`src/rtl/punc_state_dumper.sv`:
```
// Snapshot dumper for the PUnC LC3 core debug ports: on start, streams PC, R0..R(NUM_REGS-1)
// and a memory window as tagged words. Latency: first word valid 1 cycle after accepted start.
// Backpressure: output register holds while out_valid && !out_ready; the core is never stalled.
//
// Ports:
//   clk, rst                      clock (core clock), synchronous active-high reset
//   start, mem_base, mem_count    dump request and memory window (latched on accepted start)
//   pc/rf/mem_debug_data          combinational debug reads from the core
//   rf_debug_addr, mem_debug_addr registered item pointer driving the core debug reads
//   out_valid/out_ready/out_data/out_tag/out_last   tagged word stream
//   busy, done                    dump in progress / one-cycle completion pulse
module punc_state_dumper #(
  parameter  int DATA_W   = 16,
  parameter  int ADDR_W   = 16,
  parameter  int NUM_REGS = 8,
  localparam int RF_AW    = $clog2(NUM_REGS)
) (
  input  logic              clk,
  input  logic              rst,
  input  logic              start,
  input  logic [ADDR_W-1:0] mem_base,
  input  logic [ADDR_W-1:0] mem_count,
  input  logic [DATA_W-1:0] pc_debug_data,
  input  logic [DATA_W-1:0] rf_debug_data,
  input  logic [DATA_W-1:0] mem_debug_data,
  output logic [RF_AW-1:0]  rf_debug_addr,
  output logic [ADDR_W-1:0] mem_debug_addr,
  output logic              out_valid,
  input  logic              out_ready,
  output logic [DATA_W-1:0] out_data,
  output logic [1:0]        out_tag,
  output logic              out_last,
  output logic              busy,
  output logic              done
);

  localparam logic [1:0]       TAG_PC  = 2'd0;
  localparam logic [1:0]       TAG_RF  = 2'd1;
  localparam logic [1:0]       TAG_MEM = 2'd2;
  localparam logic [RF_AW-1:0] RF_LAST = RF_AW'(NUM_REGS - 1);

  // State names the category of the next item to load. PC means the PC word
  // sits in the output register and RF index 0 is next.
  typedef enum logic [2:0] {
    IDLE,
    PC,
    RF,
    MEM,
    FIN
  } state_t;

  state_t            state;
  // Remaining memory words to load. Together with mem_debug_addr this is the
  // latched copy of the window, so later changes on mem_base/mem_count are ignored.
  logic [ADDR_W-1:0] mem_left;

  logic accept;
  logic load_ok;

  assign accept  = out_valid && out_ready;
  assign load_ok = !out_valid || out_ready;

  always_ff @(posedge clk) begin
    if (rst) begin
      state          <= IDLE;
      mem_left       <= '0;
      rf_debug_addr  <= '0;
      mem_debug_addr <= '0;
      out_valid      <= 1'b0;
      out_data       <= '0;
      out_tag        <= TAG_PC;
      out_last       <= 1'b0;
      busy           <= 1'b0;
      done           <= 1'b0;
    end else begin
      done <= 1'b0;
      case (state)
        IDLE: begin
          if (start) begin
            mem_debug_addr <= mem_base;
            mem_left       <= mem_count;
            rf_debug_addr  <= '0;
            busy           <= 1'b1;
            out_valid      <= 1'b1;
            out_data       <= pc_debug_data;
            out_tag        <= TAG_PC;
            out_last       <= 1'b0;
            state          <= PC;
          end
        end

        PC, RF: begin
          if (accept && out_last) begin
            // Only reachable with an empty window: R(NUM_REGS-1) was the final word.
            out_valid <= 1'b0;
            out_last  <= 1'b0;
            busy      <= 1'b0;
            done      <= 1'b1;
            state     <= FIN;
          end else if (load_ok && !out_last) begin
            out_valid <= 1'b1;
            out_data  <= rf_debug_data;
            out_tag   <= TAG_RF;
            out_last  <= (rf_debug_addr == RF_LAST) && (mem_left == '0);
            if (rf_debug_addr == RF_LAST) begin
              // With an empty window stay in RF holding the last word until it drains.
              state <= (mem_left == '0) ? RF : MEM;
            end else begin
              rf_debug_addr <= rf_debug_addr + RF_AW'(1);
              state         <= RF;
            end
          end
        end

        MEM: begin
          if (accept && out_last) begin
            out_valid <= 1'b0;
            out_last  <= 1'b0;
            busy      <= 1'b0;
            done      <= 1'b1;
            state     <= FIN;
          end else if (load_ok && !out_last) begin
            out_valid      <= 1'b1;
            out_data       <= mem_debug_data;
            out_tag        <= TAG_MEM;
            out_last       <= (mem_left == ADDR_W'(1));
            mem_left       <= mem_left - ADDR_W'(1);
            // Wraps modulo 2^ADDR_W.
            mem_debug_addr <= mem_debug_addr + ADDR_W'(1);
          end
        end

        FIN: begin
          state <= IDLE;
        end

        default: begin
          state <= IDLE;
        end
      endcase
    end
  end

endmodule

```
`config.mk`:
```
export PLATFORM = sky130hd
export DESIGN_NAME = punc_state_dumper
export DESIGN_NICKNAME = d
export VERILOG_FILES = /design/src/rtl/punc_state_dumper.sv
export SDC_FILE = /design/constraint.sdc
export NUM_CORES = 1
export LEC_CHECK = 0
export BUFFER_PORTS_ARGS = -buffer_cell sky130_fd_sc_hd__buf_4
export CAP_MARGIN = 25
export CORE_ASPECT_RATIO = 0.7
export CORE_UTILIZATION = 49
export DETAILED_ROUTE_END_ITERATION = 6
export GPL_TIMING_DRIVEN = 0
export PLACE_DENSITY = 0.8
export SYNTH_ARGS = -nofsm -noshare
export SYNTH_HDL_FRONTEND = slang
export SYNTH_SLANG_ARGS = --single-unit
```
`constraint.sdc`:
```
create_clock -name clk -period 2.17 [get_ports clk]
set_clock_uncertainty 0.1 [all_clocks]
set_input_delay 0.434 -clock clk [delete_from_list [all_inputs] [get_ports clk]]
set_output_delay 0.434 -clock clk [all_outputs]
set_load 0.005 [all_outputs]
```
# Word level (Yosys, flattened, before mapping)
# Index checks and enable logic that the tools add are counted.
word_totals:
  output_inout_bits: 41
  inputBits: 84
  register_bits: 60
classes:
  eq_ne: 16
  reduce_logical: 23
  bitwise: 1
  addsub: 3
  mux: 45
ops:
  columns: ["op", "n"]
  rows:
  - ["16-bit two-way mux", 11]
  - ["16-bit one-hot mux with 2 select lines", 2]
  - ["16-bit one-hot mux with 3 select lines", 1]
  - ["3-bit two-way mux", 8]
  - ["16-bit by 1-bit adder with 16-bit output (second input constant)", 1]
  - ["16-bit by 1-bit equality test with 1-bit output (second input constant)", 1]
  - ["16-bit zero test", 1]
  - ["16-bit by 1-bit subtractor with 16-bit output (second input constant)", 1]
  - ["2-bit inequality test (second input constant)", 7]
  - ["1-bit two-way mux", 12]
  - ["2-bit two-way mux", 5]
  - ["3-bit one-hot mux with 3 select lines", 1]
  - ["3-bit AND reduction", 3]
  - ["4-bit AND reduction", 2]
  - ["3-bit by 2-bit equality test with 1-bit output (second input constant)", 2]
  - ["3-bit inequality test (second input constant)", 2]
  - ["2-bit one-hot mux with 3 select lines", 1]
  - ["3-bit one-hot mux with 2 select lines", 1]
  - ["6-bit AND reduction", 1]
  - ["2-bit nonzero test", 3]
  - ["5-bit AND reduction", 1]
  - ["1-bit logical AND", 4]
  - ["1-bit one-hot mux with 2 select lines", 2]
  - ["2-bit OR reduction", 2]
  - ["other kinds (12)", 13]

# Logic depth before layout (Yosys ltp)
# Gate-level depths: netlist (run 1).
logic_depth:
  depth_word: 6
  mapped_depth: 7
  ltp_nobuf: 7

# Least setup slack after synthesis (run 1)
# Ideal clock, no wire load.
synth_path:
  path_kind: "reg2reg"
  startpoint: "register state[0]"
  endpoint: "register mem_debug_addr[12]"
  path_stages_with_launch: 8
  setup_time_ns: 0.128
  t_required_ns: 1.942
  slack_ns: 0.242
  arrival_ns: 1.700
  cell_sequence: "dfxtp_1 -> buf_2 -> or4b_1 -> o31ai_1 -> buf_2 -> o21ai_1 -> a221oi_1 -> nor2_1"
synth_via:
  elab_chain_cells: 3
synth_rtl:
  columns: ["item", "line_no", "source"]
  rows:
  - ["start: declaration", "52", "state_t state;"]
  - ["start signal: assignment", "107", "state <= (mem_left == '0) ? RF : MEM;"]
  - ["3-bit by 2-bit equality test with 1-bit output / 3-bit zero test (equally long branches)", "77", "case (state)"]
  - ["2-bit inequality test (no line) / 2-bit nonzero test (equally long branches)", null, null]
  - ["4-bit AND reduction (no line)", null, null]
  - ["end signal: assignment", "80", "mem_debug_addr <= mem_base;"]
  - ["end signal: assignment", "129", "mem_debug_addr <= mem_debug_addr + ADDR_W'(1);"]
  - ["end: declaration", "27", "output logic [ADDR_W-1:0] mem_debug_addr,"]
# Several ways; a longest one is shown, not always the timed one.
# A chain may end at the register's enable or synchronous reset.

# Worst setup path in the final report (run 1)
layout_path:
  startpoint: "register mem_debug_addr[7]"
  endpoint: "register mem_debug_addr[15]"
layout_via:
  elab_chain_cells: 4
layout_rtl:
  columns: ["item", "line_no", "source"]
  rows:
  - ["16-bit by 1-bit adder with 16-bit output", "129", null]
  - ["16-bit two-way mux", "122", "end else if (load_ok && !out_last) begin"]
  - ["16-bit two-way mux", "116", "if (accept && out_last) begin"]
  - ["16-bit one-hot mux with 2 select lines", "77", null]
# Every way passes these cells. The select of a mux whose other input is x is not followed.

==> results of run 1 <==
[Yosys cell counts, drive strengths merged, types with 3 or more instances]
cell type | count | share of area, %
nand2 | 51 | 5.8
a31oi | 25 | 4.7
inv | 9 | 1.0
o31ai | 6 | 1.4
nor3 | 16 | 2.4
a2bb2oi | 4 | 1.1
o21ai | 51 | 7.7
a221oi | 3 | 0.79
a211oi | 3 | 0.68
o31a | 3 | 0.79
or4 | 4 | 0.90
nor2b | 3 | 0.57
a21oi | 30 | 4.5
ha | 6 | 2.3
nand4 | 5 | 1.1
or3 | 7 | 1.3
nor3b | 5 | 1.1
o21a | 3 | 0.68
nor2 | 33 | 3.7
buf | 7 | 1.0
dfxtp | 60 | 36
and3 | 4 | 0.83
o32ai | 4 | 1.1
clkbuf | 25 | 2.8
nor4 | 3 | 0.57
nand3 | 17 | 2.6
a22oi | 20 | 4.5
[report_power, final]
group | internal (mW) | leakage, nW | switching, mW
registers | 1.45 | 0.494 | 0.331
clock network | 0.675 | 0.105 | 0.493
logic | 1.31 | 1.40 | 1.82
total | 3.44 | 2.00 | 2.65
[layer usage]
| metal | share of wire [%] | global-route usage [%] | up-vias |
|---|---|---|---|
| li1 | - | - | 1915 |
| met1 | 42 | 47.6 | 1934 |
| met2 | 45 | 51.0 | 228 |
| met3 | 11 | 10.9 | 21 |
| met4 | 1.4 | 8.21 | 0 |
| met5 | 0 | 0 | - |
[sequential cells by signal, summed over array words and instances (netlist names)]
register,flops
mem_debug_addr,16
out_data,16
out_tag,2
state,3
mem_left,16
out_valid,1
out_last,1
rf_debug_addr,3
busy,1
done,1
[kinds of logic (layout without fill, tap and decap cells)]
kind of cell / Yosys count / after routing / synth area share [%]
xor+xnor: 1 / 1 / 0.264
flops: 60 / 60 / 36.2
compound gates: 167 / 167 / 31.9
simple gates: 160 / 160 / 24.2
mux: 1 / 1 / 0.339
buf+inv: 41 / 185 / 4.86
fa+ha+maj: 6 / 6 / 2.26
[per-stage QoR]
stage	cell area, sq um	util [%]
floorplan	3320	-
global placement	4370	68.3
detailed placement	4370	68.3
CTS	4610	72.1
global route	4710	73.6
finish	4710	73.6
[layout make-up]
| class | instances | area (sq um) | area share, % |
|---|---|---|---|
| repair buffers | 129 | 968 | 20.6 |
| well taps | 91 | 114 | 2.42 |
| multi-input cells | 335 | 2020 | 42.9 |
| flip-flops and latches | 60 | 1200 | 25.5 |
| plain buffers | 31 | 145 | 3.08 |
| clock inverters | 6 | 87.6 | 1.86 |
| clock buffers | 10 | 138 | 2.92 |
| inverters | 9 | 33.8 | 0.718 |
[timing repair]
| action | in CTS | in global routing |
|---|---|---|
| setup buffers | 0 | 5 |
| hold endpoints to repair | 0 | 0 |
| pin swaps | 0 | 2 |
| endpoints found under the setup margin | 39 | 43 |
| gates resized for setup | 8 | 32 |
[critical path, stage by stage (launching register included)]
cell	delay, ps
dfxtp_1	470
and4_4	300
or4b_4	520
or4_1	500
a31oi_1	180
[worst paths after layout]
check / cells after the start / to / from / slack, ps
max: 4 / mem_debug_addr[15] / mem_debug_addr[7] / 20
min: 3 / out_data[5] / pc_debug_data[5] / 240
min reg2reg: 2 / mem_left[14] / mem_left[14] / 380
max reg2reg: 4 / mem_debug_addr[15] / mem_debug_addr[7] / 20
==> impl_metrics.json, run 1 <==
{
  "setup_violations": 0,
  "yosysWarnings": 0,
  "globalplace.congestion": 0.915,
  "tns_ps": 0,
  "post-route-period-util_pct": 98.9,
  "overflow": 0,
  "avgSynthCellArea_sq_um": 7.62,
  "clock-root-buffer": "clkbuf_8",
  "vias_per_cell": 6.11,
  "clk_pin_slew_ps": 80,
  "nets": 665,
  "core.rowCount": 24,
  "synthCells": 436,
  "fill_cells": 515,
  "core-area_sq_mm": 0.00640,
  "grt_max_degree": 12,
  "post-place-ws_ps": -385,
  "endpoint_kind": "flip-flop",
  "htree_levels": 3,
  "antenna_found_initial": 0,
  "ctsHoldBuffers": 0,
  "clock_path_buffers": 2,
  "dpl.hpwl_um": 8560,
  "yosysSeqAreaShare_pct": 36.2,
  "final_cell_mix": "132 x buf_4, 60 x dfxtp_1, 51 x nand2_1",
  "hold_ws_ps": 243,
  "ant_nets": 0,
  "vias": 4098,
  "async_flop_share_pct": 0,
  "slew_headroom_pct": 56.1,
  "synthesis.nets": 526,
  "ys.flop_type": "dfxtp_1",
  "grt_util_all_layers_pct": 34.0,
  "maxSlewViolCount": 0,
  "synth_seq_cells": 60,
  "die_h_um": 70.9,
  "synth_cell_types": 53,
  "synth_edf_count": 0,
  "synth_area_sq_mm": 0.00332,
  "p_total_mw": 6.08,
  "fin_cells": 671,
  "antenna_cells": 0,
  "status": "finished, final reports clean",
  "cp-start-kind": "flip-flop",
  "die_w_um": 100,
  "holdCritPathClass": "in2reg",
  "io_buffers": 124,
  "wirelength_um": 12100,
  "fin_crit_ps": 2150,
  "drtIter0Drc": 407,
  "route.detailed.drc": 0,
  "p_leak_nw": 2.00,
  "clk_latency_ps": 350,
  "firstDrtPassIters": 5,
  "worstPathRequired_ps": 2350,
  "final_common_cell": "buf_4",
  "io_pins": 125,
  "grt_pass1_wl_um": 18600,
  "power_density_mw_per_mm2": 1290,
  "die_area_sq_mm": 0.00712,
  "grt_pass1_vias": 3699,
  "wire_per_inst_um": 18.1,
  "layout-drive-gt1-share_pct": 32.6,
  "layout_setup_ws_ps": 23.1,
  "finalHoldViolCount": 0,
  "ir_worst_vdd_mv": 0.573,
  "tritoncts": "built",
  "fmax_mhz": 466,
  "cp.arrival_ps": 2330,
  "clkSinkCount": 60,
  "rsz0062_at_grt": "true",
  "criticalPathCategory": "reg2reg",
  "worst_slew_pin_slew_ps": 658,
  "initial_core_util_pct": 51.9,
  "post-place-cells": 651,
  "area_growth_pct": 41.8,
  "crit_fanout": 8,
  "maxCapViolCount": 0,
  "cts_buffers": 9
}
No activity file was read; power rests on OpenSTA's default activity.
==> run 2, diff against run 1 <==
Settings changed: PLACE_DENSITY 0.8 to 0.85.
==> run 2 against run 1 <==
Effect of this change: via count grew 4.1%; cell count shrank 0.15%; largest power group unchanged; register-to-register slack gained 20 ps; core utilization shrank 0.53 points; maximum frequency grew 0.91%; combinational power grew 2%; die area is the same; wire length grew 0.13%; highest routed layer unchanged; critical path type unchanged.
==> impl_metrics.json, run 2 (synthesis gave the netlist of run 1 again) <==
{
  "ir_worst_vdd_mv": 0.619,
  "vias": 4265,
  "htree_levels": 3,
  "cts_buffers": 9,
  "vias_per_cell": 6.37,
  "clock-root-buffer": "clkbuf_8",
  "firstDrtPassIters": 6,
  "maxSlewViolCount": 0,
  "clk_pin_slew_ps": 70,
  "antenna_cells": 0,
  "seqPwrFrac_pct": 29.6,
  "core-area_sq_mm": 0.00640,
  "cp-start-kind": "flip-flop",
  "postPlaceCellArea_sq_mm": 0.00437,
  "switching_share_pct": 44.2,
  "worstPathRequired_ps": 2270,
  "cp.arrival_ps": 2230,
  "setup_violations": 0,
  "initial_core_util_pct": 51.9,
  "cp_slowest_cell": "and2_2",
  "rsz0062_at_grt": "true",
  "criticalPathCategory": "reg2reg",
  "clk_latency_ps": 350,
  "power_frac_clock_pct": 17.4,
  "clkSinkCount": 60,
  "dpl.hpwl_um": 8490,
  "p_total_mw": 6.00,
  "overflow": 0,
  "final_common_cell": "buf_4",
  "drtIter0Drc": 533,
  "r2r_setup_slack_ps": 40,
  "maxCapViolCount": 0,
  "layout-drive-gt1-share_pct": 32.0,
  "slowest_delay_ps": 410,
  "crit_chain": "nor2_1, and2_2, nor2_1, clkbuf_2, a211oi_1, a211oi_1",
  "globalplace.congestion": 0.910,
  "power.switching_mw": 2.65,
  "antenna_found_initial": 0,
  "slew_headroom_pct": 54.8,
  "reg_top3": "mem_debug_addr x16, mem_left x16, out_data x16",
  "power_density_mw_per_mm2": 1280,
  "die_h_um": 70.9,
  "grt_max_degree": 11,
  "area_growth_pct": 40.8,
  "grt_util_all_layers_pct": 34.6,
  "fin_crit_ps": 2130,
  "finalHoldViolCount": 0,
  "clock_path_buffers": 2,
  "crit_fanout": 10,
  "die_area_sq_mm": 0.00712,
  "fmax_mhz": 470,
  "worst_slew_pin_slew_ps": 678,
  "p_leak_nw": 1.99,
  "die_w_um": 100,
  "grt_pass1_wl_um": 19200,
  "io_buffers": 124,
  "grt_pass1_vias": 3936,
  "route.detailed.drc": 0,
  "status": "finished, final reports clean",
  "ant_nets": 0,
  "design_area_sq_mm": 0.00467,
  "final_cell_mix": "130 x buf_4, 58 x dfxtp_1, 51 x nand2_1",
  "io_pins": 125,
  "nets": 664,
  "wirelength_um": 12100,
  "tritoncts": "built",
  "endpoint_kind": "flip-flop",
  "p_int_mw": 3.35,
  "core.rowCount": 24,
  "holdCritPathClass": "in2reg",
  "post-route-period-util_pct": 98.0,
  "wire_per_inst_um": 18.1,
  "combinationalPowerShare_pct": 53.1
}
[run 2: cell types whose count changed in the layout (fill, tap and decap cells not counted), moves of 2 or more]
cell        delta
clkbuf_1       +3
buf_4          -2
clkbuf_2       -2
clkinvlp_4     -2
dfxtp_1        -2
dfxtp_2        +2
[run 2: through the flow]
step                setup WS (ps)  std cells  hold slack (ps)  TNS [ps]  util, %
floorplan                     242        436              343         0        -
global placement             -316        651              355     -4550     68.3
detailed placement           -381        651              366     -6340     68.3
CTS                          14.3        666              248         0     71.7
global route                -40.8        670              249      -159     73.1
finish                       42.5        670              254         0     73.1
[run 2: critical path: cells and delay by family, from the launching register on]
kind | cells | cell delay, ps
flip-flops | 1 | 310
buffers and inverters | 1 | 250
AO/OA/AOI/OAI | 2 | 340
AND/OR/NAND/NOR | 3 | 960
[run 2: final timing paths]
check / startpoint / end / depth (start not counted)
worst max-delay path: state[0] / mem_left[1] / 6
worst min-delay path: pc_debug_data[7] / out_data[7] / 3
worst max register to register: state[0] / mem_left[1] / 6
worst min register to register: out_tag[1] / out_tag[1] / 2
[run 2: area by class of cell]
cell class,count,area (sq um)
Fill cell,508,1720
Multi-Input combinational cell,335,2020
Sequential cell,60,1200
Timing Repair Buffer,128,961
Inverter,9,33.8
Clock buffer,12,155
Clock inverter,4,47.5
Tap cell,91,114
Buffer,31,143
[run 2: layer usage]
| layer | global-route usage, % | vias up | routed length (um) |
|---|---|---|---|
| met2 | 51.3 | 318 | 5290 |
| met4 | 10.5 | 0 | 234 |
| met3 | 14.4 | 30 | 1740 |
| met1 | 46.0 | 2001 | 4870 |
| li1 | - | 1916 | - |
| met5 | 0 | - | 0 |
[run 2: power by group through the flow]
stage	clock [mW]	combinational [mW]	sequential (mW)
floorplan	0	1.84	1.73
global placement	0	2.84	1.74
detailed placement	0	2.93	1.77
CTS	1.05	2.98	1.75
global route	1.11	3.47	1.81
finish	1.04	3.19	1.77
[run 2: repair_timing]
item / 4_1_cts / 5_1_grt
hold buffers: 0 / 0
buffers inserted: 0 / 3
resized for setup: 8 / 29
cloned: 0 / 1
pin swaps: 0 / 0
setup endpoints to repair: 31 / 45
==> run 3, diff against run 2 <==
Settings changed: BUFFER_PORTS_ARGS -buffer_cell sky130_fd_sc_hd__buf_4 to -buffer_cell sky130_fd_sc_hd__buf_2, MAX_ROUTING_LAYER from default to met4.
==> run 3 against run 2 <==
Effect of this change: sequential share of layout area is 1.8 points higher; flip-flop and latch count stayed put; cell area is 6.6% lower; combinational power is 5% lower; the flow now finishes with violations (negative setup slack); clock power hardly changed; critical endpoint is now mem_debug_addr[15]; hold slack worse by 27 ps; highest routed layer unchanged.
==> impl_metrics.json, run 3 (synthesis gave the netlist of run 1 again) <==
{
  "status": "finished with violations",
  "violations": "negative setup slack",
  "reg_top3": "mem_debug_addr x16, mem_left x16, out_data x16",
  "fin_util_pct": 68.3,
  "tns_ps": -4.49,
  "maxCapViolCount": 0,
  "post-place-cells": 651,
  "slowest_delay_ps": 600,
  "fmax_mhz": 460,
  "dpl.hpwl_um": 8400,
  "wire_per_inst_um": 18.4,
  "wirelength_um": 12300,
  "crit_chain": "nand3_1, or4b_4, or4_1, a31oi_1",
  "io_pins": 125,
  "antenna_cells": 0,
  "clock-root-buffer": "clkbuf_8",
  "cp_top_family": "simple AND/OR/NAND/NOR gates",
  "die_area_sq_mm": 0.00712,
  "core.rowCount": 24,
  "grt_pass1_vias": 3905,
  "slew_headroom_pct": 55.2,
  "die_w_um": 100,
  "ctsHoldBuffers": 0,
  "r2r_cells": 4,
  "ir_worst_vdd_mv": 0.570,
  "p_leak_nw": 1.90,
  "vias": 4223,
  "htree_levels": 3,
  "worst_slew_pin_slew_ps": 672,
  "final_cell_mix": "128 x buf_2, 60 x dfxtp_1, 51 x nand2_1",
  "firstDrtPassIters": 6,
  "final_common_cell": "buf_2",
  "setup_violations": 1,
  "vias_per_cell": 6.31,
  "antenna_found_initial": 0,
  "criticalPathCategory": "reg2reg",
  "ant_nets": 0,
  "drtIter0Drc": 477,
  "rsz0062_at_grt": "true",
  "cp_slowest_cell": "or4b_4",
  "fin_crit_ps": 2170,
  "overflow": 0,
  "route.detailed.drc": 0,
  "cp-start-kind": "flip-flop",
  "tritoncts": "built",
  "clock_path_buffers": 2,
  "nets": 663,
  "clk_pin_slew_ps": 80,
  "fin_cells": 669,
  "post-route-period-util_pct": 100,
  "worst-path-buf-inv": 0,
  "core-area_sq_mm": 0.00640,
  "maxSlewViolCount": 0,
  "grt_pass1_wl_um": 18800,
  "hold_depth": 3,
  "power_density_mw_per_mm2": 1340,
  "grt_util_all_layers_pct": 35.5,
  "layout_setup_ws_ps": -4.49,
  "layout-drive-gt1-share_pct": 32.0,
  "cts_buffers": 9,
  "clk_latency_ps": 360,
  "worstPathRequired_ps": 2350,
  "finalHoldViolCount": 0,
  "worstSetupPathDepth": 4,
  "hold_ws_ps": 227,
  "initial_core_util_pct": 51.9,
  "p_total_mw": 5.85,
  "fill_cells": 565,
  "area_growth_pct": 31.5,
  "holdCritPathClass": "in2reg",
  "grt_max_degree": 13,
  "clkSinkCount": 60,
  "globalplace.congestion": 0.942,
  "io_buffers": 124,
  "cp.arrival_ps": 2360,
  "endpoint_kind": "flip-flop",
  "die_h_um": 70.9,
  "crit_fanout": 7
}
-- run 3: cell types whose count changed in the layout (fill, tap and decap cells not counted), sizes merged --
| cell | before | now |
|---|---|---|
| clkbuf | 37 | 33 |
| clkinv | 2 | 3 |
| clkinvlp | 1 | 2 |
| inv | 9 | 10 |
-- run 3: worst reg2reg max path: stages, from the launching register on --
cell and delay, ps:
dfxtp_1 470, nand3_1 250, or4b_4 600, or4_1 500
a31oi_1 180
-- run 3: final cells by class --
class / instances / area [sq um] / share of cell area (%)
buffer: 31 / 141 / 3.24
clock buffer: 9 / 124 / 2.84
clock inverter: 7 / 76.3 / 1.75
inverter: 9 / 33.8 / 0.774
multi-input combinational: 335 / 2020 / 46.3
sequential: 60 / 1200 / 27.5
tap: 91 / 114 / 2.61
timing repair buffer: 127 / 656 / 15.0
-- run 3: path summary, 6_finish.rpt --
| check | slack [ps] | start | to |
|---|---|---|---|
| min reg2reg | 380 | out_tag[1] | out_tag[1] |
| max reg2reg | -4 | mem_debug_addr[4] | mem_debug_addr[15] |
| min | 230 | pc_debug_data[1] | out_data[1] |
| max | -4 | mem_debug_addr[4] | mem_debug_addr[15] |
-- run 3: layer usage --
metal / share of wire, % / wire length [um] / vias up / GRT usage (%)
li1: - / - / 1918 / -
met1: 40 / 4970 / 1932 / 45.1
met2: 44 / 5420 / 318 / 51.1
met3: 13 / 1570 / 55 / 13.1
met4: 2.8 / 340 / 0 / 13.7
met5: 0 / 0 / - / -
-- run 3: through the flow --
step                      area (sq um)  setup slack [ps]
after floorplan                   3320               242
after global placement            4060              -309
after detailed placement          4060              -293
after CTS                         4270              15.1
after global routing              4370             -34.4
final                             4370             -4.49
-- run 3: what timing repair did --
item,4_1_cts,5_1_grt
setup buffers,0,3
endpoints found under the setup margin,31,42
gates resized for setup,7,26
-- run 3: where the power goes --
group / switching [mW] / internal, mW / leakage, nW
Combinational: 1.87 / 1.17 / 1.31
Clock: 0.505 / 0.535 / 0.0958
Sequential: 0.323 / 1.45 / 0.494
Total: 2.69 / 3.15 / 1.90
